**config.mk**
```make
export PLATFORM = sky130hd
export DESIGN_NAME = stack_sequencer
export DESIGN_NICKNAME = d
export VERILOG_FILES = /design/src/rtl/stack_sequencer.sv
export SDC_FILE = /design/constraint.sdc
export NUM_CORES = 1
export LEC_CHECK = 0
export ABC_AREA = 1
export CAP_MARGIN = 20
export CELL_PAD_IN_SITES_DETAIL_PLACEMENT = 1
export CELL_PAD_IN_SITES_GLOBAL_PLACEMENT = 2
export CORE_MARGIN = 2
export CORE_UTILIZATION = 34
export CTS_CLUSTER_DIAMETER = 60
export DETAILED_ROUTE_END_ITERATION = 7
export PLACE_DENSITY = 0.89
export SLEW_MARGIN = 20
export SYNTH_ARGS = -nofsm -noshare
export SYNTH_HDL_FRONTEND = slang
export SYNTH_SLANG_ARGS = --single-unit
export TNS_END_PERCENT = 1
```
**constraint.sdc**
```tcl
create_clock -name CLK -period 7.5 [get_ports CLK]
set_clock_uncertainty 0.1 [all_clocks]
set_input_delay 2.25 -clock CLK [delete_from_list [all_inputs] [get_ports CLK]]
set_output_delay 2.25 -clock CLK [all_outputs]
set_load 0.01 [all_outputs]
```
**src/rtl/stack_sequencer.sv**
```systemverilog
// Command sequencer for the register stack: turns stack-machine commands into
// primitive stack-op cycles, computes ALU write data and tracks occupancy.
module stack_sequencer #(
    parameter int WIDTH = 16,
    parameter int DEPTH = 64,
    parameter int DW    = 7
) (
    input  logic             CLK,
    input  logic             reset,
    input  logic             cmd_valid,
    output logic             cmd_ready,
    input  logic [3:0]       cmd,
    input  logic [WIDTH-1:0] imm,
    input  logic [WIDTH-1:0] a,
    input  logic [WIDTH-1:0] b,
    output logic [2:0]       stack_op,
    output logic [WIDTH-1:0] stack_w,
    output logic             stack_clr,
    output logic             cmd_done,
    output logic             err,
    output logic [1:0]       err_code,
    output logic [DW-1:0]    depth
);

    typedef enum logic [1:0] {IDLE, SW1, SW2} state_t;

    localparam logic [2:0] OP_PUSH = 3'd1;
    localparam logic [2:0] OP_REPL = 3'd2;
    localparam logic [2:0] OP_POP  = 3'd3;
    localparam logic [2:0] OP_POP2 = 3'd4;

    localparam logic [DW-1:0] FULL = DW'(DEPTH);
    localparam logic [DW-1:0] ONE  = DW'(1);

    state_t           state, state_nxt;
    logic [WIDTH-1:0] a0, b0, a0_nxt, b0_nxt;
    logic [2:0]       op_nxt;
    logic [WIDTH-1:0] w_nxt;
    logic             clr_nxt, done_nxt, err_nxt;
    logic [1:0]       code_nxt;
    logic [DW-1:0]    depth_nxt;
    logic [DW-1:0]    need_min;
    logic             grows;
    logic             illegal;

    assign cmd_ready = (state == IDLE);

    // Minimum occupancy and growth per opcode, used for under/overflow checks.
    always_comb begin
        need_min = '0;
        grows    = 1'b0;
        illegal  = 1'b0;
        case (cmd)
            4'd1:                         grows = 1'b1;
            4'd2:    need_min = ONE;
            4'd3: begin need_min = ONE;   grows = 1'b1; end
            4'd4:    need_min = DW'(2);
            4'd5: begin need_min = DW'(2); grows = 1'b1; end
            4'd6, 4'd7, 4'd8, 4'd9, 4'd10, 4'd11: need_min = DW'(2);
            4'd0, 4'd12: need_min = '0;
            default: illegal = 1'b1;
        endcase
    end

    always_comb begin
        state_nxt = state;
        op_nxt    = 3'd0;
        w_nxt     = stack_w;
        clr_nxt   = 1'b0;
        done_nxt  = 1'b0;
        err_nxt   = 1'b0;
        code_nxt  = err_code;
        depth_nxt = depth;
        a0_nxt    = a0;
        b0_nxt    = b0;
        case (state)
            IDLE: begin
                if (cmd_valid) begin
                    if (illegal) begin
                        err_nxt  = 1'b1;
                        code_nxt = 2'd3;
                    end else if (depth < need_min) begin
                        err_nxt  = 1'b1;
                        code_nxt = 2'd1;
                    end else if (grows && depth == FULL) begin
                        err_nxt  = 1'b1;
                        code_nxt = 2'd2;
                    end else begin
                        done_nxt = 1'b1;
                        case (cmd)
                            4'd1: begin op_nxt = OP_PUSH; w_nxt = imm; depth_nxt = depth + ONE; end
                            4'd2: begin op_nxt = OP_POP;              depth_nxt = depth - ONE; end
                            4'd3: begin op_nxt = OP_PUSH; w_nxt = a;   depth_nxt = depth + ONE; end
                            4'd4: begin
                                // Pop both, then push them back in reverse order.
                                op_nxt    = OP_POP2;
                                a0_nxt    = a;
                                b0_nxt    = b;
                                done_nxt  = 1'b0;
                                state_nxt = SW1;
                            end
                            4'd5:  begin op_nxt = OP_PUSH; w_nxt = b;     depth_nxt = depth + ONE; end
                            4'd6:  begin op_nxt = OP_REPL; w_nxt = b + a; depth_nxt = depth - ONE; end
                            4'd7:  begin op_nxt = OP_REPL; w_nxt = b - a; depth_nxt = depth - ONE; end
                            4'd8:  begin op_nxt = OP_REPL; w_nxt = b & a; depth_nxt = depth - ONE; end
                            4'd9:  begin op_nxt = OP_REPL; w_nxt = b | a; depth_nxt = depth - ONE; end
                            4'd10: begin op_nxt = OP_REPL; w_nxt = b ^ a; depth_nxt = depth - ONE; end
                            4'd11: begin op_nxt = OP_REPL; w_nxt = a;     depth_nxt = depth - ONE; end
                            4'd12: begin clr_nxt = 1'b1; depth_nxt = '0; end
                            default: ;
                        endcase
                    end
                end
            end
            SW1: begin
                op_nxt    = OP_PUSH;
                w_nxt     = a0;
                state_nxt = SW2;
            end
            SW2: begin
                op_nxt    = OP_PUSH;
                w_nxt     = b0;
                done_nxt  = 1'b1;
                state_nxt = IDLE;
            end
            default: state_nxt = IDLE;
        endcase
    end

    always_ff @(posedge CLK or posedge reset) begin
        if (reset) begin
            state     <= IDLE;
            stack_op  <= 3'd0;
            stack_w   <= '0;
            stack_clr <= 1'b0;
            cmd_done  <= 1'b0;
            err       <= 1'b0;
            err_code  <= 2'd0;
            depth     <= '0;
            a0        <= '0;
            b0        <= '0;
        end else begin
            state     <= state_nxt;
            stack_op  <= op_nxt;
            stack_w   <= w_nxt;
            stack_clr <= clr_nxt;
            cmd_done  <= done_nxt;
            err       <= err_nxt;
            err_code  <= code_nxt;
            depth     <= depth_nxt;
            a0        <= a0_nxt;
            b0        <= b0_nxt;
        end
    end

endmodule

```
======== Word level (Yosys, flattened, before mapping) ========
Cells that the tools add are included.
storage, ports and cells
  logic and storage cells ................. 101
  output and inout bits ................... 32
  bits of input ports ..................... 55
  register bits after elaboration ......... 65
cells by class
  $lt $le $gt $ge ......................... 1
  reductions and logical operators ........ 18
  equality and inequality tests ........... 22
  multiplexer cells ....................... 41
  add/sub/neg operators ................... 4
  bitwise operators ....................... 5
operators with widths
  kind                                                   count
  case mux 16 bit (8 select lines)                       1
  2-to-1 mux 16 bit                                      4
  case mux 16 bit (3 select lines)                       1
  case mux 7 bit (3 select lines)                        1
  equality test 4 bit, second input constant             5
  AND reduction 6 bit                                    3
  2-to-1 mux 1 bit                                       17
  adder 16 bit                                           1
  AND 16 bit                                             1
  equality test 4 x 3 -> 1 bit, second input constant    4
  2-to-1 mux 2 bit                                       8
  OR 16 bit                                              1
  subtractor 16 bit                                      1
  XOR 16 bit                                             1
  OR reduction 13 bit                                    1
  2-to-1 mux 3 bit                                       4
  case mux 3 bit (4 select lines)                        1
  inequality test 9 x 2 -> 1 bit, second input constant  1
  equality test 4 x 2 -> 1 bit, second input constant    2
  inequality test 2 bit, second input constant           4
  case mux 2 bit (2 select lines)                        2
  OR reduction 8 bit                                     1
  adder 7 x 1 -> 7 bit, second input constant            1
  equality test 7 bit, second input constant             1
  20 further kinds                                       24

======== Logic depth before layout (Yosys ltp) ========
Gate-level depths: netlist of run 1.
  depth after elaboration ................. 9
  mapped depth ............................ 23
  depth with buffers taken out ............ 23

======== Worst setup path after synthesis of run 1 ========
OpenSTA, ideal clock, no wires.
  path kind ............................... input port to flip-flop
  start ................................... in cmd[3]
  end ..................................... reg stack_w[5]
  setup time .............................. 0.123 ns
  arrival ................................. 4.564 ns
  cell stages on the path ................. 17
  slack ................................... 2.713 ns
  path buffers ............................ 1
  required time ........................... 7.277 ns
  cells stage by stage .................... inv_1 > ha_1 > nand2_4 > buf_2 > inv_1 > or2_2 > xor2_1 > ha_1 > a21oi_1 > nand2_1 > nand2_1 > nand2_1 > or2_2 > nand3_1 > nand3_1 > o21ai_0 > nand2_1
on the way
  word-level cells in the longest chain between the ends .. 8
  elaborated cells on any way between the ends .. 33
  classes of those cells .................. order compare (1); eq/ne (16); mux (8); reduce/logical (8)
RTL lines
  what                                                                                line  source
  start, declared                                                                     12    input logic [3:0] cmd,
  parallel branches: the longest is 8 deep, another holds less-than comparator 7 bit  -
  end signal, assigned                                                                145   stack_w <= w_nxt;
  end, declared                                                                       17    output logic [WIDTH-1:0] stack_w,
Several ways; the timed one is not identified. The select of a mux whose other input is x is not followed.
A chain may end at the register's enable or synchronous reset.

======== Worst setup path in the final report of run 1 ========
  start ................................... in cmd[3]
  end ..................................... reg stack_w[11]
Same word-level chain as after synthesis.

==> PnR_summary.wiki, run 1 <==
{| class="wikitable"
! Metric !! Value
|-
| Run status || finished, final reports clean
|-
| Startpoint-to-endpoint class of the critical path || in -> reg
|-
| Total of cells resized after clock tree synthesis || 0
|-
| Largest voltage drop on the vdd net || 0.194 mV
|-
| First-pass GRT wire length || 32400 um
|-
| Number of levels in the clock H-tree || 3
|-
| Commonest non-fill, non-tap cells in the layout || sky130_fd_sc_hd__nand2_1 (221), sky130_fd_sc_hd__clkdlybuf4s50_1 (86), sky130_fd_sc_hd__inv_1 (82)
|-
| Number of synthesized flops with an enable pin || 0
|-
| Net load switching power || 980 uW
|-
| Number of buffers added by the clock tree synthesis step || 9
|-
| Proportion of synthesized chip area in sequential cells || 0.288
|-
| DRC violation count after routing || 0
|-
| Num ports || 87
|-
| 1st-iter DRT viols || 351
|-
| Width of the die || 133 um
|-
| GRT Residual Overflow || 0
|-
| Final critical-path required period || 5.33 ns
|-
| Storage element area || 1630 um^2
|-
| Setup repair after global routing missed its margin || no
|-
| Height of the die || 133 um
|-
| Buffers inserted by post-CTS timing repair || 0
|-
| Vias after detailed routing || 5642
|-
| Remaining antenna violation count after routing || 0
|-
| Dominant register cell in the synthesized netlist || sky130_fd_sc_hd__dfrtp_1
|-
| Fraction of post-synthesis cell area in the top cell type by area || 0.288
|-
| Initial core utilization || 0.344
|-
| Type of the most critical hold path || reg -> reg
|-
| Biggest area consumer among synthesized cells || sky130_fd_sc_hd__dfrtp_1
|-
| Worst path required time || 7.68 ns
|-
| Pwr dens || 329 nW/um^2
|-
| Share of power burned in registers || 0.278
|-
| Layout-stage area growth over the synthesis result || 24.2%
|-
| Synth Area per Inst || 7.25 um^2
|-
| Number of endpoints failing setup at the final stage || 0
|-
| Area of the core || 16400 um^2
|-
| Post-detailed-placement half-perimeter wirelength || 15100 um
|-
| Source-to-sink clock delay at the later pin of the worst-skew pair || 0.34 ns
|-
| CP Capture Type || flip-flop
|-
| Vias in the first global route || 5692
|-
| Internal power summed over all cells || 1320 uW
|-
| Row count || 47
|-
| Per-cell via count in the routed design || 5.22
|-
| Endpoints failing hold || 0
|-
| Bufs on Longest Clock Path || 2
|-
| Routed wirelength normalized by instance count || 18.4 um
|-
| Setup TNS after final layout || 0 ns
|-
| Arrival @ worst endpoint || 5.50 ns
|-
| Number of nets in the final layout || 977
|-
| Final design utilization || 0.428
|-
| Filler cells || 2051
|-
| Share of the cycle needed by the critical path after routing || 0.710
|-
| Number of storage elements in the synthesis netlist || 65
|-
| Root Buffer || sky130_fd_sc_hd__clkbuf_16
|-
| Total wire length || 19900 um
|-
| TritonCTS clock tree || done
|-
| Count of hold buffers inserted by post-cts repair || 0
|-
| Reported max-cap violation count || 0
|-
| Clk sink count || 65
|-
| Post-synth cell types || 48
|-
| Kind of start point of the critical path || primary input
|-
| Slew HR || 0.376
|-
| Maximum fanout encountered on the critical timing path || 14
|-
| Portion of total power attributed to combinational logic || 0.503
|-
| Count of yosys warnings during synthesis || 0
|-
| Most common cell after layout, fill and taps aside || sky130_fd_sc_hd__nand2_1
|-
| Share of total power in the clock network || 0.219
|-
| Maximum achievable frequency || 0.188 GHz
|-
| Leak Pwr || 0.00348 uW
|-
| Pre-antenna DRT Iters || 5
|-
| Placer Congestion || 0.881
|-
| Measured slew at the worst slew-check pin || 0.935 ns
|-
| Largest net degree at the start of global routing || 67
|-
| Fraction of layout cells with a size suffix above 1 || 0.0674
|-
| Clock edge transition at the registers on the reported setup and hold paths || 0.06 ns
|-
| Post-synth ARST share || 1.00
|-
| Diode insertion count for antenna repair || 0
|-
| Initial antenna violation count || 0
|-
| Syn Std Cell Area || 5650 um^2
|-
| Area occupied by multi-input gates || 3530 um^2
|-
| I/O Buffers || 86
|-
| Aggregate global-route resource usage || 0.234
|-
| Total die area || 17700 um^2
|-
| Top area cells in the synthesized netlist || sky130_fd_sc_hd__dfrtp_1 (29%), sky130_fd_sc_hd__nand2_1 (15%), sky130_fd_sc_hd__ha_1 (14%), sky130_fd_sc_hd__inv_1 (5.5%), sky130_fd_sc_hd__o21ai_0 (4.7%)
|-
| Switching share of total power || 0.425
|-
| Number of nets produced by synthesis || 900
|-
| Number of max-slew violations in the final report || 0
|-
| Synthesized instance count || 779
|}
==> cells by family after synthesis <==
kind of cell               share of synthesized area
DFF                                            0.288
xor gates and xnor gates                      0.0341
AOI/OAI and AO/OA                              0.175
adders and majority gates                      0.149
buffers and inverters                         0.0886
and+or+nand+nor                                0.266
==> critical path, cell delays in order <==
cell,delay (ns)
sky130_fd_sc_hd__clkdlybuf4s50_1,0.50
sky130_fd_sc_hd__inv_1,0.08
sky130_fd_sc_hd__ha_1,0.27
sky130_fd_sc_hd__nand2_4,0.19
sky130_fd_sc_hd__inv_1,0.11
sky130_fd_sc_hd__or2_2,0.30
sky130_fd_sc_hd__xor2_1,0.15
sky130_fd_sc_hd__ha_1,0.34
sky130_fd_sc_hd__a21oi_1,0.17
sky130_fd_sc_hd__nand2_1,0.13
sky130_fd_sc_hd__nand2_1,0.08
sky130_fd_sc_hd__nand2_1,0.13
sky130_fd_sc_hd__nand2_1,0.09
sky130_fd_sc_hd__nand3_1,0.12
sky130_fd_sc_hd__nand2_1,0.09
sky130_fd_sc_hd__nand2_1,0.04
sky130_fd_sc_hd__o21ai_0,0.26
sky130_fd_sc_hd__o21ai_0,0.13
sky130_fd_sc_hd__nand2_1,0.06
==> power by group through the flow <==
stage          clock network (uW)  registers (uW)  logic, uW
6_report                      505             640       1160
5_1_grt                       527             663       1310
4_1_cts                       512             642       1170
3_5_place_dp                    0             644       1150
3_3_place_gp                    0             641       1130
2_1_floorplan                   0             645        738
==> worst paths after layout <==
path	from	endpoint	slack [ns]	cells after the start
max reg2reg	depth[2]$_DFFE_PP0P_	stack_w[4]$_DFFE_PP0P_	5.13	10
min	stack_w[11]$_DFFE_PP0P_	stack_w[11]$_DFFE_PP0P_	0.38	2
min reg2reg	stack_w[11]$_DFFE_PP0P_	stack_w[11]$_DFFE_PP0P_	0.38	2
max in group asynchronous	reset	a0[6]$_DFFE_PP0P_	4.32	3
max	cmd[3]	stack_w[11]$_DFFE_PP0P_	2.17	19
min in group asynchronous	reset	depth[4]$_DFFE_PP0P_	2.39	3
==> area by class of cell <==
type | instances | area share
sequential | 65 | 0.232
tap | 220 | 0.0392
timing repair buffer | 89 | 0.126
multi-input combinational | 598 | 0.502
clock inverter | 6 | 0.0164
clock buffer | 10 | 0.0341
inverter | 93 | 0.0501
==> synthesized netlist by cell type (3+ instances only) <==
cell type / number
sky130_fd_sc_hd__nand3_1: 37
sky130_fd_sc_hd__o211ai_1: 6
sky130_fd_sc_hd__nand4_1: 6
sky130_fd_sc_hd__o21ai_0: 53
sky130_fd_sc_hd__inv_1: 83
sky130_fd_sc_hd__inv_2: 9
sky130_fd_sc_hd__xor2_1: 17
sky130_fd_sc_hd__o22ai_1: 7
sky130_fd_sc_hd__ha_1: 64
sky130_fd_sc_hd__a211oi_1: 5
sky130_fd_sc_hd__dfrtp_1: 65
sky130_fd_sc_hd__a31oi_1: 3
sky130_fd_sc_hd__a21oi_1: 30
sky130_fd_sc_hd__buf_2: 4
sky130_fd_sc_hd__or2_2: 8
sky130_fd_sc_hd__buf_4: 3
sky130_fd_sc_hd__nand2_1: 222
sky130_fd_sc_hd__nand3b_1: 5
sky130_fd_sc_hd__clkbuf_1: 9
sky130_fd_sc_hd__buf_6: 6
sky130_fd_sc_hd__nor2_1: 41
sky130_fd_sc_hd__nor3_2: 3
sky130_fd_sc_hd__a221oi_1: 14
sky130_fd_sc_hd__nor3_1: 10
sky130_fd_sc_hd__o21ai_1: 31
sky130_fd_sc_hd__xnor2_1: 5
==> layer usage <==
| metal | track usage | routed length, um | up-vias |
|---|---|---|---|
| met2 | 0.349 | 8600 | 170 |
| met1 | 0.357 | 9900 | 2712 |
| li1 | - | - | 2739 |
| met5 | 0 | 0 | - |
| met4 | 0.0568 | 290 | 0 |
| met3 | 0.0310 | 1150 | 21 |
==> flip-flops by register name, summed over array words and instances (netlist names) <==
signal / count
a0: 16
b0: 16
stack_w: 16
depth: 7
stack_op: 3
err_code: 2
state: 2
cmd_done: 1
err: 1
stack_clr: 1
==> through the flow <==
stage | instances | setup WS, ns | area, um^2 | total power, uW | hold WS, ns
2_1_floorplan | 779 | 2.71 | 5650 | 1380 | 0.353
3_3_place_gp | 1065 | 1.94 | 6660 | 1770 | 0.366
3_5_place_dp | 1065 | 1.84 | 6660 | 1790 | 0.365
4_1_cts | 1081 | 2.20 | 7020 | 2320 | 0.382
5_1_grt | 1081 | 1.82 | 7020 | 2500 | 0.406
6_report | 1081 | 2.17 | 7020 | 2310 | 0.375
Power figures use the tool's default switching activity.
==> run 2, diff against run 1 <==
CORE_UTILIZATION = 28   (was 34)
PLACE_DENSITY = 0.78   (was 0.89)
clock period = 4.55 ns   (was 7.5 ns; I/O delays follow)
==> run 2 against run 1 <==
  * Register-to-register slack lost 2.9 ns
  * Non-clock buffer count rose by 56
  * Clock-buffer cell count increased by 1
  * Setup slack lost 1.9 ns
  * Utilization down 4.8 points
  * Sequential cell count is the same
  * Largest cell class unchanged
  * Critical path depth up 3
  * Sequential share of layout area decreased by 1.4 points
  * Wire length rose by 2.8%
  * Combinational power grew 69%
  * Sequential power up 64%
==> PnR_summary.wiki, run 2 (same netlist as run 1, synthesis figures left out) <==
{| class="wikitable"
! Metric !! Value
|-
| Layout-stage area growth over the synthesis result || 32.2%
|-
| Measured slew at the worst slew-check pin || 0.791 ns
|-
| Maximum cell stage delay along the critical path || 0.47 ns
|-
| Maximum fanout encountered on the critical timing path || 4
|-
| Number of nets in the final layout || 1033
|-
| PnR Total Power || 3750 uW
|-
| Final critical-path required period || 4.26 ns
|-
| Type of the most critical hold path || reg -> reg
|-
| Setup repair after global routing missed its margin || no
|-
| Largest net degree at the start of global routing || 65
|-
| Width of the die || 146 um
|-
| Internal power summed over all cells || 2170 uW
|-
| Worst hold path stage count || 2
|-
| Net load switching power || 1580 uW
|-
| Placer Congestion || 0.845
|-
| DP Area || 7140 um^2
|-
| Root Buffer || sky130_fd_sc_hd__clkbuf_16
|-
| CP max-delay cell || sky130_fd_sc_hd__clkdlybuf4s50_1
|-
| Run status || finished, final reports clean
|-
| Leak Pwr || 0.00374 uW
|-
| Per-cell via count in the routed design || 4.82
|-
| Setup slack of the critical path after layout || 0.293 ns
|-
| Buffers inserted by post-CTS timing repair || 0
|-
| Number of levels in the clock H-tree || 3
|-
| Source-to-sink clock delay at the later pin of the worst-skew pair || 0.34 ns
|-
| Initial core utilization || 0.287
|-
| Portion of total power attributed to combinational logic || 0.522
|-
| Area occupied by multi-input gates || 3530 um^2
|-
| Arrival @ worst endpoint || 4.38 ns
|-
| Worst path required time || 4.68 ns
|-
| Startpoint-to-endpoint class of the critical path || in -> reg
|-
| Clock edge transition at the registers on the reported setup and hold paths || 0.05 ns
|-
| Share of power burned in registers || 0.279
|-
| Slew HR || 0.471
|-
| Number of endpoints failing setup at the final stage || 0
|-
| Height of the die || 146 um
|-
| Largest voltage drop on the vdd net || 0.217 mV
|-
| Pwr dens || 503 nW/um^2
|-
| Aggregate global-route resource usage || 0.196
|-
| Post-detailed-placement half-perimeter wirelength || 16300 um
|-
| Row count || 51
|-
| Share of the cycle needed by the critical path after routing || 0.936
|-
| Placement Setup Slack || -0.0688 ns
|-
| Worst reg2reg path depth || 8
|-
| Kind of start point of the critical path || primary input
|-
| Total of cells resized after clock tree synthesis || 0
|-
| Area of the core || 19700 um^2
|-
| Registers with the highest flip-flop counts || a0 (16), b0 (16), stack_w (16)
|-
| Number of max-slew violations in the final report || 0
|-
| I/O Buffers || 86
|-
| Endpoints failing hold || 0
|-
| Total die area || 21300 um^2
|-
| Share of total power in the clock network || 0.200
|-
| Remaining antenna violation count after routing || 0
|-
| Count of hold buffers inserted by post-cts repair || 0
|-
| Reported max-cap violation count || 0
|-
| Filler cells || 2496
|-
| Final design utilization || 0.380
|-
| Switching share of total power || 0.422
|-
| Vias after detailed routing || 5700
|-
| Most common cell after layout, fill and taps aside || sky130_fd_sc_hd__nand2_1
|-
| Bufs on Longest Clock Path || 2
|-
| First-pass GRT wire length || 33000 um
|-
| Cell repeated most along the worst path || sky130_fd_sc_hd__nand2_1
|-
| GRT Residual Overflow || 0
|-
| Storage element area || 1630 um^2
|-
| Number of buffers added by the clock tree synthesis step || 9
|-
| Commonest non-fill, non-tap cells in the layout || sky130_fd_sc_hd__nand2_1 (220), sky130_fd_sc_hd__clkdlybuf4s50_1 (86), sky130_fd_sc_hd__inv_1 (82)
|-
| Initial antenna violation count || 0
|-
| Post-route design area || 7470 um^2
|-
| Vias in the first global route || 5822
|-
| Num ports || 87
|-
| 1st-iter DRT viols || 343
|-
| TritonCTS clock tree || done
|-
| Total wire length || 20500 um
|-
| CP Capture Type || flip-flop
|-
| Fraction of layout cells with a size suffix above 1 || 0.125
|-
| Routed wirelength normalized by instance count || 17.3 um
|-
| Clk sink count || 65
|-
| Pre-antenna DRT Iters || 4
|-
| Diode insertion count for antenna repair || 0
|-
| Maximum achievable frequency || 0.235 GHz
|-
| DRC violation count after routing || 0
|-
| Worst path cell trace || clkdlybuf4s50_1 -> nor2_1 -> nand2_1 -> nor2_1 -> nand2_1 -> o21ai_1 -> xor2_1 -> inv_1 -> ha_1 -> buf_4 -> nand2_2 -> inv_1 -> a21oi_1 -> nand2_1 -> a21oi_1 -> nand3_1 -> nand3_1 -> nand2_1 -> nand2_1 -> nand2_1 -> nand2_1 -> nand2_1
|-
| R2R setup slack || 2.22 ns
|}
-- run 2: final cells by class --
type	instances	share of cell area
inverters	93	0.0471
well taps	265	0.0444
flip-flops and latches	65	0.218
clock buffers	11	0.0325
multi-input cells	598	0.473
clock inverters	5	0.0106
repair buffers	145	0.175
-- run 2: worst paths after layout --
path | start | endpoint
worst max register to register | state[0]$_DFFE_PP0P_ | stack_w[1]$_DFFE_PP0P_
worst min register to register | stack_w[1]$_DFFE_PP0P_ | stack_w[1]$_DFFE_PP0P_
worst min-delay path | stack_w[1]$_DFFE_PP0P_ | stack_w[1]$_DFFE_PP0P_
worst max-delay path | a[3] | stack_w[15]$_DFFE_PP0P_
max in group asynchronous | reset | a0[6]$_DFFE_PP0P_
min in group asynchronous | reset | depth[4]$_DFFE_PP0P_
-- run 2: per-stage QoR --
| step | hold WS, ns | instances | setup TNS, ns |
|---|---|---|---|
| after floorplan | 0.353 | 779 | 0 |
| after global placement | 0.364 | 1166 | -0.0814 |
| after detailed placement | 0.368 | 1166 | -0.126 |
| after CTS | 0.382 | 1182 | 0 |
| after global routing | 0.411 | 1182 | 0 |
| final | 0.377 | 1182 | 0 |
-- run 2: power groups by stage --
stage                     sequential [uW]  combinational, uW  clock [uW]
after detailed placement             1050               1960           0
after global routing                 1090               2230         789
after global placement               1050               1920           0
final                                1050               1960         749
after CTS                            1050               1970         764
after floorplan                      1060               1220           0
-- run 2: metal layers --
layer | part of all wire | global-route usage
met5 | 0 | 0
met4 | 0.013 | 0.0490
met1 | 0.53 | 0.303
met3 | 0.039 | 0.0234
met2 | 0.42 | 0.288
-- run 2: critical path: cells and delay by family --
family          cells  cell delay (ns)
simple gates       13             1.24
buf+inv             4             0.73
compound gates      3             0.50
fa+ha+maj           1             0.33
xor+xnor            1             0.20
==> run 3, diff against run 2 <==
CORE_ASPECT_RATIO = 1.5   (was default)
CORE_MARGIN = default   (was 2)
==> run 3 against run 2 <==
  * Clock-buffer cell count rose by 2
  * Sequential power hardly changed
  * Die area decreased by 2.7%
  * Critical endpoint is now stack_w[11]$_DFFE_PP0P_
  * Clock power down 12%
  * Register-to-register slack better by 0.07 ns
  * Sequential share of layout area rose by 0.20 points
==> PnR_summary.wiki, run 3 (same netlist as run 1, synthesis figures left out) <==
{| class="wikitable"
! Metric !! Value
|-
| Most congested layer reported by global routing || met2
|-
| TritonCTS clock tree || done
|-
| Row count || 63
|-
| Vias in the first global route || 6010
|-
| Placer Congestion || 0.828
|-
| Routed wirelength normalized by instance count || 16.5 um
|-
| Fraction of layout cells with a size suffix above 1 || 0.118
|-
| I/O Buffers || 86
|-
| CP max-delay cell || sky130_fd_sc_hd__clkdlybuf4s50_1
|-
| Pwr dens || 489 nW/um^2
|-
| Endpoints failing hold || 0
|-
| Met1 Usage GRT || 0.251
|-
| Commonest non-fill, non-tap cells in the layout || sky130_fd_sc_hd__nand2_1 (221), sky130_fd_sc_hd__clkdlybuf4s50_1 (86), sky130_fd_sc_hd__inv_1 (82)
|-
| Total wire length || 19300 um
|-
| Number of nets in the final layout || 1029
|-
| GRT Residual Overflow || 0
|-
| Layout-stage area growth over the synthesis result || 30.9%
|-
| Worst path required time || 4.67 ns
|-
| Top cell family by delay on the critical path || simple AND/OR/NAND/NOR gates
|-
| Startpoint-to-endpoint class of the critical path || in -> reg
|-
| Buf/Inv on CP || 5
|-
| DRC violation count after routing || 0
|-
| Height of the die || 176 um
|-
| Setup repair after global routing missed its margin || no
|-
| GR Layer Usage met3 || 0.0171
|-
| Per-cell via count in the routed design || 4.81
|-
| Hold slack || 0.374 ns
|-
| Total die area || 20800 um^2
|-
| Slew HR || 0.483
|-
| Share of the cycle needed by the critical path after routing || 0.930
|-
| Type of the most critical hold path || reg -> reg
|-
| Remaining antenna violation count after routing || 0
|-
| Maximum achievable frequency || 0.236 GHz
|-
| Number of buffers added by the clock tree synthesis step || 9
|-
| Root Buffer || sky130_fd_sc_hd__clkbuf_16
|-
| Initial core utilization || 0.286
|-
| 1st-iter DRT viols || 239
|-
| First-pass GRT wire length || 32000 um
|-
| Setup slack of the critical path after layout || 0.319 ns
|-
| Total of cells resized after clock tree synthesis || 0
|-
| Buffers inserted by post-CTS timing repair || 0
|-
| Measured slew at the worst slew-check pin || 0.775 ns
|-
| Post-route non-filler standard cell count || 1172
|-
| Count of hold buffers inserted by post-cts repair || 0
|-
| Number of levels in the clock H-tree || 3
|-
| Leak Pwr || 0.00370 uW
|-
| Aggregate global-route resource usage || 0.198
|-
| Vias after detailed routing || 5638
|-
| Placed insts || 1157
|-
| Source-to-sink clock delay at the later pin of the worst-skew pair || 0.34 ns
|-
| Bufs on Longest Clock Path || 2
|-
| Registers with the highest flip-flop counts || a0 (16), b0 (16), stack_w (16)
|-
| Maximum fanout encountered on the critical timing path || 5
|-
| Reported max-cap violation count || 0
|-
| Num ports || 87
|-
| PnR Total Power || 3620 uW
|-
| Width of the die || 118 um
|-
| Largest voltage drop on the vdd net || 0.310 mV
|-
| Clk sink count || 65
|-
| Worst path cell trace || clkdlybuf4s50_1 -> inv_1 -> ha_1 -> nand3_1 -> nor2_1 -> nand2_1 -> nand2_1 -> xor2_1 -> inv_1 -> ha_1 -> nand2_1 -> inv_1 -> a21oi_1 -> nand2_1 -> nand2_1 -> nand3_1 -> nor2_1 -> o21ai_0 -> buf_4 -> o21ai_0 -> nand2_1
|-
| Final design utilization || 0.374
|-
| Final critical-path required period || 4.23 ns
|-
| Met2 track utilization from global routing || 0.350
|-
| Area of the core || 19800 um^2
|-
| Number of max-slew violations in the final report || 0
|-
| Largest net degree at the start of global routing || 65
|-
| Clock edge transition at the registers on the reported setup and hold paths || 0.05 ns
|-
| Arrival @ worst endpoint || 4.35 ns
|-
| Maximum cell stage delay along the critical path || 0.46 ns
|-
| Initial antenna violation count || 0
|-
| Diode insertion count for antenna repair || 0
|-
| Most common cell after layout, fill and taps aside || sky130_fd_sc_hd__nand2_1
|-
| Number of endpoints failing setup at the final stage || 0
|-
| CP Capture Type || flip-flop
|-
| Placement Setup Slack || -0.0684 ns
|-
| Pre-antenna DRT Iters || 4
|-
| Post-detailed-placement half-perimeter wirelength || 15600 um
|-
| Kind of start point of the critical path || primary input
|-
| Cell repeated most along the worst path || sky130_fd_sc_hd__nand2_1
|-
| Run status || finished, final reports clean
|}
run 3: cell type report:
cell class	count	area [um^2]
clock buffer	13	270
fill	2464	12400
multi-input combinational	598	3530
inverter	93	352
timing repair buffer	141	1290
sequential	65	1630
tap	260	325
clock inverter	2	12.5
run 3: power breakdown:
group	switching (uW)	internal [uW]	total, uW
registers	169	861	1030
clock network	246	409	656
logic	1100	831	1940
run 3: final timing paths:
check	start	to	slack [ns]	depth (start not counted)
setup reg to reg	depth[1]$_DFFE_PP0P_	b0[13]$_DFFE_PP0P_	2.29	9
max in group asynchronous	reset	stack_w[15]$_DFFE_PP0P_	2.40	3
hold / removal	err_code[0]$_DFFE_PP0P_	err_code[0]$_DFFE_PP0P_	0.37	2
setup / recovery	a[0]	stack_w[11]$_DFFE_PP0P_	0.32	21
min in group asynchronous	reset	stack_op[2]$_DFF_PP0_	1.23	2
hold reg to reg	err_code[0]$_DFFE_PP0P_	err_code[0]$_DFFE_PP0P_	0.37	2
run 3: layer usage:
metal	routed length (um)	share of wire	vias up
met3	483	0.025	16
met1	8880	0.46	2680
met2	9620	0.50	89
met5	0	0	-
met4	360	0.019	0
li1	-	-	2853
run 3: stage by stage:
step	instance area, um^2	TNS [ns]
finish	7400	0
global route	7400	0
CTS	7400	0
detailed placement	7120	-0.139
global placement	7120	-0.0606
floorplan	5650	0
run 3: tightest hold or removal path: cells and delay by family (launching register included):
family        cells  cell delay [ns]
flops             1             0.34
simple gates      2             0.10
